$ cat config.mk
export PLATFORM = sky130hd
export DESIGN_NAME = cube_sched
export DESIGN_NICKNAME = d
export VERILOG_FILES = /design/src/rtl/cube_pkg.sv /design/src/rtl/rr_arb.sv /design/src/rtl/cube_sched.sv
export SDC_FILE = /design/constraint.sdc
export NUM_CORES = 1
export LEC_CHECK = 0
export ABC_CLOCK_PERIOD_IN_PS = 3700
export CAP_MARGIN = 20
export CORE_ASPECT_RATIO = 1.75
export CORE_MARGIN = 2
export CORE_UTILIZATION = 35
export DETAILED_ROUTE_END_ITERATION = 10
export PLACE_DENSITY = 0.65
export SETUP_SLACK_MARGIN = 0.02
export SYNTH_ARGS = -nofsm -noshare
export SYNTH_HDL_FRONTEND = slang
export SYNTH_SLANG_ARGS = --single-unit
$ cat constraint.sdc
create_clock -name clk -period 3.7 [get_ports clk]
set_clock_uncertainty 0.2 [all_clocks]
set_input_delay 0.555 -clock clk [delete_from_list [all_inputs] [get_ports clk]]
set_output_delay 0.555 -clock clk [all_outputs]
set_load 0.005 [all_outputs]
$ cat src/rtl/cube_pkg.sv
`default_nettype none
// ============================================================================
//  Module   : cube_pkg
//  Purpose  : Shared types and constants for the time-shared cube engine.
//  Revision : 1.0  initial release
// ============================================================================
package cube_pkg;

   // Engine control states
   typedef enum logic [1:0] {
      IDLE = 2'd0,
      SQ   = 2'd1,
      CU   = 2'd2,
      RESP = 2'd3
   } state_t;

   localparam int XW_DEF = 7;
   localparam int YW_DEF = 3 * XW_DEF;

   // Cube of the largest XW-bit operand
   function automatic logic [63:0] max_cube(input int xw);
      logic [63:0] m;
      m = (64'd1 << xw) - 64'd1;
      return m * m * m;
   endfunction

endpackage
`default_nettype wire

$ cat src/rtl/rr_arb.sv
`default_nettype none
// ============================================================================
//  Module   : rr_arb
//  Purpose  : Combinational round-robin arbiter. Searches upward from
//             last+1 (mod NREQ) and grants the first valid requester.
//  Revision : 1.0  initial release
// ============================================================================
module rr_arb
   import cube_pkg::*;
#(
   parameter int NREQ = 4,
   parameter int IDW  = $clog2(NREQ)
) (
   input  logic [NREQ-1:0] req,
   input  logic [IDW-1:0]  last,
   input  logic            en,
   output logic [NREQ-1:0] gnt
);

   logic [IDW-1:0] w_idx;
   logic           w_found;

   // Rotating priority search; yields at most one grant bit
   always_comb begin
      gnt     = '0;
      w_found = 1'b0;
      w_idx   = '0;
      for (int k = 1; k <= NREQ; k++) begin
         w_idx = IDW'((int'(last) + k) % NREQ);
         if (en && !w_found && req[w_idx]) begin
            gnt[w_idx] = 1'b1;
            w_found    = 1'b1;
         end
      end
   end

endmodule
`default_nettype wire

$ cat src/rtl/cube_sched.sv
`default_nettype none
// ============================================================================
//  Module   : cube_sched
//  Purpose  : Round-robin arbitrated cube engine. The granted operand is
//             squared and then cubed on one shift-add multiplier (one
//             multiplier bit per cycle) and returned with its requester ID.
//  Revision : 1.0  initial release
// ============================================================================
module cube_sched
   import cube_pkg::*;
#(
   parameter int NREQ = 4,
   parameter int XW   = XW_DEF,
   parameter int YW   = 3 * XW,
   parameter int IDW  = $clog2(NREQ)
) (
   input  logic               clk,
   input  logic               rst_n,
   input  logic [NREQ-1:0]    req_valid,
   input  logic [NREQ*XW-1:0] req_x,
   output logic [NREQ-1:0]    req_ready,
   output logic               rsp_valid,
   output logic [IDW-1:0]     rsp_id,
   output logic [YW-1:0]      rsp_y,
   input  logic               rsp_ready,
   output logic               busy
);

   localparam int             CW       = (XW > 1) ? $clog2(XW) : 1;
   localparam logic [CW-1:0]  CNT_LAST = CW'(XW - 1);

   state_t              state_q;
   logic [XW-1:0]       x_q;
   logic [IDW-1:0]      id_q;
   logic [IDW-1:0]      last_q;
   logic [2*XW-1:0]     sq_q;
   logic [YW-1:0]       acc_q;
   logic [CW-1:0]       cnt_q;
   logic                rsp_valid_q;
   logic [IDW-1:0]      rsp_id_q;
   logic [YW-1:0]       rsp_y_q;

   logic [NREQ-1:0]     w_gnt;
   logic [IDW-1:0]      w_gnt_id;
   logic [YW-1:0]       w_addend;
   logic [YW-1:0]       acc_d;

   // Grants are only offered while idle
   rr_arb #(
      .NREQ (NREQ),
      .IDW  (IDW)
   ) u_arb (
      .req  (req_valid),
      .last (last_q),
      .en   (state_q == IDLE),
      .gnt  (w_gnt)
   );

   // One-hot grant to requester index
   always_comb begin
      w_gnt_id = '0;
      for (int i = 0; i < NREQ; i++) begin
         if (w_gnt[i]) w_gnt_id = IDW'(i);
      end
   end

   // Shift-add step: multiplicand is x while squaring, sq while cubing
   always_comb begin
      w_addend = '0;
      if (x_q[cnt_q]) begin
         if (state_q == SQ) w_addend = YW'(x_q) << cnt_q;
         else               w_addend = YW'(sq_q) << cnt_q;
      end
      acc_d = acc_q + w_addend;
   end

   // Control FSM and datapath registers
   always_ff @(posedge clk or negedge rst_n) begin
      if (!rst_n) begin
         state_q     <= IDLE;
         x_q         <= '0;
         id_q        <= '0;
         last_q      <= IDW'(NREQ - 1);
         sq_q        <= '0;
         acc_q       <= '0;
         cnt_q       <= '0;
         rsp_valid_q <= 1'b0;
         rsp_id_q    <= '0;
         rsp_y_q     <= '0;
      end else begin
         case (state_q)
            IDLE: begin
               if (|w_gnt) begin
                  x_q     <= req_x[w_gnt_id*XW +: XW];
                  id_q    <= w_gnt_id;
                  last_q  <= w_gnt_id;
                  acc_q   <= '0;
                  cnt_q   <= '0;
                  state_q <= SQ;
               end
            end
            SQ: begin
               if (cnt_q == CNT_LAST) begin
                  sq_q    <= acc_d[2*XW-1:0];
                  acc_q   <= '0;
                  cnt_q   <= '0;
                  state_q <= CU;
               end else begin
                  acc_q <= acc_d;
                  cnt_q <= cnt_q + 1'b1;
               end
            end
            CU: begin
               if (cnt_q == CNT_LAST) begin
                  rsp_y_q     <= acc_d;
                  rsp_id_q    <= id_q;
                  rsp_valid_q <= 1'b1;
                  acc_q       <= '0;
                  cnt_q       <= '0;
                  state_q     <= RESP;
               end else begin
                  acc_q <= acc_d;
                  cnt_q <= cnt_q + 1'b1;
               end
            end
            RESP: begin
               if (rsp_ready) begin
                  rsp_valid_q <= 1'b0;
                  state_q     <= IDLE;
               end
            end
            default: state_q <= IDLE;
         endcase
      end
   end

   assign req_ready = w_gnt;
   assign rsp_valid = rsp_valid_q;
   assign rsp_id    = rsp_id_q;
   assign rsp_y     = rsp_y_q;
   assign busy      = (state_q != IDLE);

endmodule
`default_nettype wire

## Word-level counts from Yosys, hierarchy flattened

Cells that the tools add are included.

| word-level totals | value |
|---|---|
| register bits | 75 |
| input bits | 35 |
| output and inout port bits | 29 |
| word-level logic and storage cells | 110 |

| cells by class | value |
|---|---|
| add/subtract/negate cells | 6 |
| multiply operators | 1 |
| order comparisons | 9 |
| equal/unequal tests | 8 |
| shifts and indexed selects | 3 |
| mux-type cells | 44 |
| bitwise gates (word level) | 3 |
| reduce and logical (&&, ||, !) cells | 26 |

Operators with widths:

| operator | number |
|---|---|
| $mux W21 | 4 |
| $pmux W21 S2 | 1 |
| $shiftx A28 B6 Y7 | 1 |
| $add A21 B21 Y21 | 1 |
| $shl A14 B3 Y21 | 1 |
| $shl A7 B3 Y21 | 1 |
| $mux W4 | 4 |
| $mux W1 | 15 |
| $lt A2 B3 Y1 const B | 4 |
| $mux W2 | 6 |
| $or A4 B4 Y4 | 3 |
| $logic_and A1 B1 Y1 | 11 |
| $bmux W1 S2 | 4 |
| $demux W1 S2 | 4 |
| $ge A2 B1 Y1 const B | 4 |
| $pmux W2 S4 | 1 |
| $reduce_and A2 Y1 | 4 |
| $mux W3 | 2 |
| $ne A2 B2 Y1 const B | 3 |
| $pmux W3 S2 | 1 |
| $reduce_bool A2 Y1 | 3 |
| $mul A2 B3 Y5 const B | 1 |
| $add A2 B1 Y2 const B | 2 |
| $add A2 B2 Y2 const B | 2 |
| other kinds (14) | 17 |

## Depth between registers and ports, before layout

| logic depth | value |
|---|---|
| word-level depth | 22 |
| gate-level depth with buffers | 18 |
| depth with buffers taken out | 17 |

## Cells and area by module

A second synthesis with hierarchy kept.

| unflattened totals | value |
|---|---|
| cell total of the unflattened synthesis | 623 |
| area total of the unflattened synthesis | 5,388.9 µm² |

Modules (own cells, without submodules):

| module | instances | cells each | area each (µm²) | seq. area each (µm²) |
|---|---|---|---|---|
| cube_sched | 1 | 570 | 4,984.8 | 1,879.3 |
| rr_arb | 1 | 53 | 404.1 | 0.0 |

## Least setup slack after synthesis

Ideal clock, no wire load.

| path | value |
|---|---|
| path kind | flip-flop to flip-flop |
| start | register cnt_q[0] |
| end | register acc_q[11] |
| setup time | 130 ps |
| arrival | 3,735 ps |
| required time | 3,370 ps |
| path slack | -365 ps |
| stages on the path, launching flop included | 17 |
| path buffers | 3 |
| period minus slack after synthesis | 4,065 ps |
| path through | dfrtp_1 > clkbuf_1 > buf_1 > clkbuf_1 > a21oi_1 > mux2_2 > nor2_1 > a211oi_1 > ha_1 > a2111oi_0 > o21ai_0 > a31o_2 > a21oi_1 > o21bai_1 > a21oi_1 > xor2_1 > o21ai_0 |

| on the way | value |
|---|---|
| word-level cells in the longest chain between the ends | 6 |
| elaborated cells on any way between the ends | 10 |
| those cells by class | add/sub: 1; eq/ne: 1; shift: 2; mux: 6 |

RTL lines:

| item | line | text |
|---|---|---|
| start, declared | cube_sched.sv:38 | `logic [CW-1:0] cnt_q;` |
| start signal, assigned | cube_sched.sv:110 | `cnt_q <= cnt_q + 1'b1;` |
| start signal, assigned | cube_sched.sv:123 | `cnt_q <= cnt_q + 1'b1;` |
| $shl A14 B3 Y21, or another cell as far along | cube_sched.sv:72 | `else w_addend = YW'(sq_q) << cnt_q;` |
| $mux W21 or $mux W1 (tied branches) | cube_sched.sv:71, cube_sched.sv:70 |  |
| $mux W21 | cube_sched.sv:70 | `if (x_q[cnt_q]) begin` |
| $add A21 B21 Y21 | cube_sched.sv:74 | `acc_d = acc_q + w_addend;` |
| $mux W21 (*) | cube_sched.sv:103, cube_sched.sv:114 |  |
| $pmux W21 S2 (*) | cube_sched.sv:91 | `case (state_q)` |
| end signal, assigned | cube_sched.sv:97 | `acc_q <= '0;` |
| end signal, assigned | cube_sched.sv:105 | `acc_q <= '0;` |
| end signal, assigned | cube_sched.sv:118 | `acc_q <= '0;` |
| end, declared | cube_sched.sv:37 | `logic [YW-1:0] acc_q;` |

Every way passes the cells marked *; elsewhere a longest branch is shown, timed or not. The select of a mux whose other input is x is not followed.
A chain may end at the register's enable or synchronous reset.

## Worst setup path after layout

| path | value |
|---|---|
| start | register state_q[1] |
| end | register acc_q[20] |

| on the way | value |
|---|---|
| word-level cells in the longest chain between the ends | 18 |
| elaborated cells on any way between the ends | 33 |
| those cells by class | add/sub: 1; eq/ne: 3; mux: 11; bitwise: 3; reduce/logical: 15 |

RTL lines:

| item | line | text |
|---|---|---|
| start, declared | cube_sched.sv:32 | `state_t state_q;` |
| start signal, assigned | cube_sched.sv:80 | `state_q <= IDLE;` |
| start signal, assigned | cube_sched.sv:99 | `state_q <= SQ;` |
| start signal, assigned | cube_sched.sv:107 | `state_q <= CU;` |
| $logic_not A2 Y1 | cube_sched.sv:55, cube_sched.sv:91 |  |
| $logic_and A1 B1 Y1 | rr_arb.sv:30 | `if (en && !w_found && req[w_idx]) begin` |
| $mux W1 | rr_arb.sv:30 |  |
| $logic_not A1 Y1 | rr_arb.sv:30 |  |
| $logic_and A1 B1 Y1 (2 in series) | rr_arb.sv:30 |  |
| $mux W1 | rr_arb.sv:30 |  |
| $logic_not A1 Y1 | rr_arb.sv:30 |  |
| $logic_and A1 B1 Y1 (2 in series) | rr_arb.sv:30 |  |
| $mux W1 | rr_arb.sv:30 |  |
| $logic_not A1 Y1 | rr_arb.sv:30 |  |
| $logic_and A1 B1 Y1 (2 in series) | rr_arb.sv:30 |  |
| $mux W4 | rr_arb.sv:30 |  |
| $reduce_or A4 Y1 | cube_sched.sv:93 | `if (\|w_gnt) begin` |
| $ne A2 B2 Y1 (no source line) | n/a |  |
| $reduce_and A2 Y1 (no source line) | n/a |  |
| end signal, assigned | cube_sched.sv:97 |  |
| end signal, assigned | cube_sched.sv:105 |  |
| end signal, assigned | cube_sched.sv:109 | `acc_q <= acc_d;` |

Several ways; a longest one is shown, not always the timed one.

==> impl_metrics.csv <==
group,metric,value,unit
clocking,cts_buffers,9,
clocking,cts_tree,"yes",
setup_path,critPathArrivalTime,4000,ps
placement,finalWeightedCongestion,0.923,
routing,drt_iter0_drc,240,
floorplanning,rows,58,
floorplanning,dieArea,15700,µm²
timing,fin_crit_sh,106,%
setup_path,critPathCaptureType,"flip-flop",
clocking,clock_sinks,75,
synth,synth-seq-cells,75,
placement,dp_hpwl,10900,µm
setup_path,cpMaxStageDelayCell,"dfrtp_1",
timing,rsz0062_at_grt,"yes",
floorplanning,die_w,95.4,µm
cells_and_area,seq_area,1880,µm²
setup_path,crit_path_start_kind,"flip-flop",
placement,place_ws,-312,ps
grt,grt_usage,19.4,%
synth,netlist_area,5120,µm²
cells_and_area,multiInputGateArea,3420,µm²
timing,finalSetupViolCount,20,
floorplanning,coreArea,14400,µm²
power_and_ir_drop,p_per_area,966,nW/µm²
timing,drv_slew,0,
routing,finalWirelength,15200,µm
floorplanning,die_y,164,µm
floorplanning,start_util,35.6,%
timing,finalHoldViolations,0,
timing,tightest_slew,963,ps
setup_path,critPathBufInv,4,
grt,grt_max_degree,76,
synth,synth_top_cells_by_area,"dfrtp_1 (36%), ha_1 (8.1%), o21ai_0 (6.2%)",
routing,ant_nets,0,
power_and_ir_drop,power.leakage,3.35,nW
power_and_ir_drop,peakVddDrop,0.814,mV
synth,synth_common_cells,"nand2_1 (82), dfrtp_1 (73), o21ai_0 (63)",
grt,grt_pass1_vias,5122,
setup_path,cp_max_fo,5,
cells_and_area,nFillCells,1275,
placement,port-buffer-count,63,
timing,max_slew_margin,35.6,%
cells_and_area,nets,783,
grt,antenna_found_initial,0,
timing,setup_slack,-216,ps
synth,syn_avg_cell_area,9.19,µm²
synth,seq_area_frac_synth,36.7,%
synth,syn_nets,626,
grt,grt_pass1_wl,23800,µm
cells_and_area,antenna_cells,0,
synth,yosysTopAreaCellShare,35.7,%
clocking,ctsHtreeMaxLevel,3,
synth,synthArstFlopShare,100,%
min_path,hold_class,"input port to asynchronous set/reset pin",
outcome,outcome,"complete, but fails checks",
flow_run,drv_cap,0,
clocking,path_clk_slew,60,ps
clocking,holdBufCountCts,0,
cells_and_area,area_delta_synth_final,45.4,%
clocking,clk-insertion-delay-late,350,ps
synth,synth_flop_cell,"dfrtp_1",
grt,global_route.overflow_total,0,
routing,avgRoutedWirePerCell,16.9,µm
setup_path,crit_top_cell,"nor2_1",
synth,synth.most_common_cell,"nand2_1",
synth,synth_edf_count,0,
setup_path,slowest_delay,390,ps
floorplanning,pin_count,64,
clocking,clockBufferDepth,2,
setup_path,worstPathCellList,"inv_2, ha_4, buf_8, mux2i_4, buf_6, mux2i_4, mux2i_2, nor2_1, a21oi_1, nor2_1, ha_1, o211ai_1, nor2_1, a31o_2, o22ai_4, o2111ai_2, o211ai_1, buf_4, a2111o_1, nand3_1",
timing,period_minus_slack,3920,ps
outcome,violations,"setup timing",
setup_path,required,3780,ps
setup_path,path_delay_family,"compound AO/OA/AOI/OAI gates",
cells_and_area,drive_gt1_share,31.0,%
routing,vias,4960,
timing,fmax,0.255,GHz
routing,viasPerCell,5.52,
synth,yosys_warnings,0,
synth,syn-instance-count,557,
timing,hold_ws,148,ps
routing,detail_route.first_pass.iterations,4,
setup_path,criticalPathCategory,"flip-flop to flip-flop",
clocking,cts_root_buf,"clkbuf_16",
routing,drc_errors,0,
synth,synth_cell_types,63,
synth,yosys.area.top_type,"dfrtp_1",
-- cells by family after synthesis --
kind of cell | Yosys count | synth area share (%)
AO/OA/AOI/OAI | 168 | 21.1
XOR/XNOR | 16 | 2.74
buffers and inverters | 43 | 3.54
flip-flops | 75 | 36.7
multiplexers | 41 | 10.3
AND/OR/NAND/NOR | 180 | 17.2
adder cells (fa/ha/maj) | 34 | 8.45
-- where the power goes --
| group | switching, mW | leakage, nW | total (mW) | internal, mW |
|---|---|---|---|---|
| Sequential | 0.229 | 0.982 | 1.37 | 1.14 |
| Combinational | 2.46 | 2.21 | 4.87 | 2.41 |
| Clock | 0.346 | 0.156 | 0.958 | 0.612 |
| Total | 3.03 | 3.35 | 7.20 | 4.16 |
-- placed cells by master (no fill, tap or decap), types with 6 or more instances in the layout --
master	count
mux2_2	11
xor2_1	9
mux2i_2	6
nand2_1	82
nor2_1	35
o21ai_1	10
mux4_2	6
o211ai_1	8
buf_4	102
a21oi_1	22
a211oi_1	8
nor2b_1	8
mux2i_1	9
clkbuf_16	9
clkdlybuf4s50_1	58
a22o_1	7
a21o_1	9
dfrtp_1	73
o21ai_0	48
a21oi_2	9
inv_1	11
buf_6	7
nand3_1	11
ha_1	29
-- through the flow --
| stage | util, % | power, mW | instance area, µm² | setup TNS, ps | instances |
|---|---|---|---|---|---|
| 6_report | 51.8 | 7.20 | 7450 | -2420 | 899 |
| 5_1_grt | 51.8 | 7.62 | 7450 | -6010 | 899 |
| 4_1_cts | 49.5 | 6.72 | 7120 | -300 | 885 |
| 3_5_place_dp | 45.5 | 5.45 | 6540 | -4250 | 859 |
| 3_3_place_gp | 45.5 | 5.32 | 6540 | -1730 | 859 |
| 2_1_floorplan | - | 3.74 | 5140 | 0 | 557 |
-- worst paths after layout --
| kind | from | to | slack, ps | depth (start not counted) |
|---|---|---|---|---|
| worst min-delay path | rst_n | rsp_y[1]$_DFFE_PN0P_ | 150 | 1 |
| worst min register to register | rsp_y[8]$_DFFE_PN0P_ | rsp_y[8]$_DFFE_PN0P_ | 270 | 2 |
| min in group clk | rsp_y[8]$_DFFE_PN0P_ | rsp_y[8]$_DFFE_PN0P_ | 270 | 2 |
| max in group asynchronous | rst_n | acc_q[19]$_DFFE_PN0P_ | 2520 | 1 |
| worst max-delay path | state_q[1]$_DFFE_PN0P_ | acc_q[20]$_DFFE_PN0P_ | -220 | 20 |
| worst max register to register | state_q[1]$_DFFE_PN0P_ | acc_q[20]$_DFFE_PN0P_ | -220 | 20 |
-- per-layer routing --
layer | vias up | global-route usage (%) | wire [µm]
met3 | 52 | 2.66 | 426
li1 | 2352 | - | -
met4 | 0 | 9.55 | 677
met5 | - | 0 | 0
met1 | 2425 | 19.5 | 5530
met2 | 131 | 37.7 | 8540
-- flip-flops by register name, summed over array words and instances (netlist names), 2 cells and up --
| name | count |
|---|---|
| cnt_q | 3 |
| rsp_y | 21 |
| id_q | 2 |
| x_q | 7 |
| acc_q | 21 |
| rsp_id | 2 |
| state_q | 2 |
| last_q | 2 |
| sq_q | 14 |
-- area by class of cell --
cell class,count,area share (%)
inverter,14,0.790
clock buffer,11,3.26
tap,180,3.02
sequential,75,25.2
multi-input combinational,439,45.9
timing repair buffer,175,20.6
clock inverter,5,1.14
-- timing repair --
item                                    in CTS  in global routing
endpoints found under the hold margin        0                  0
resized for setup                           52                 48
endpoints found under the setup margin      28                 31
setup buffers                                9                 17
gates cloned                                 1                  0
pin swaps                                   29                 37
(Power assumes the default switching activity.)
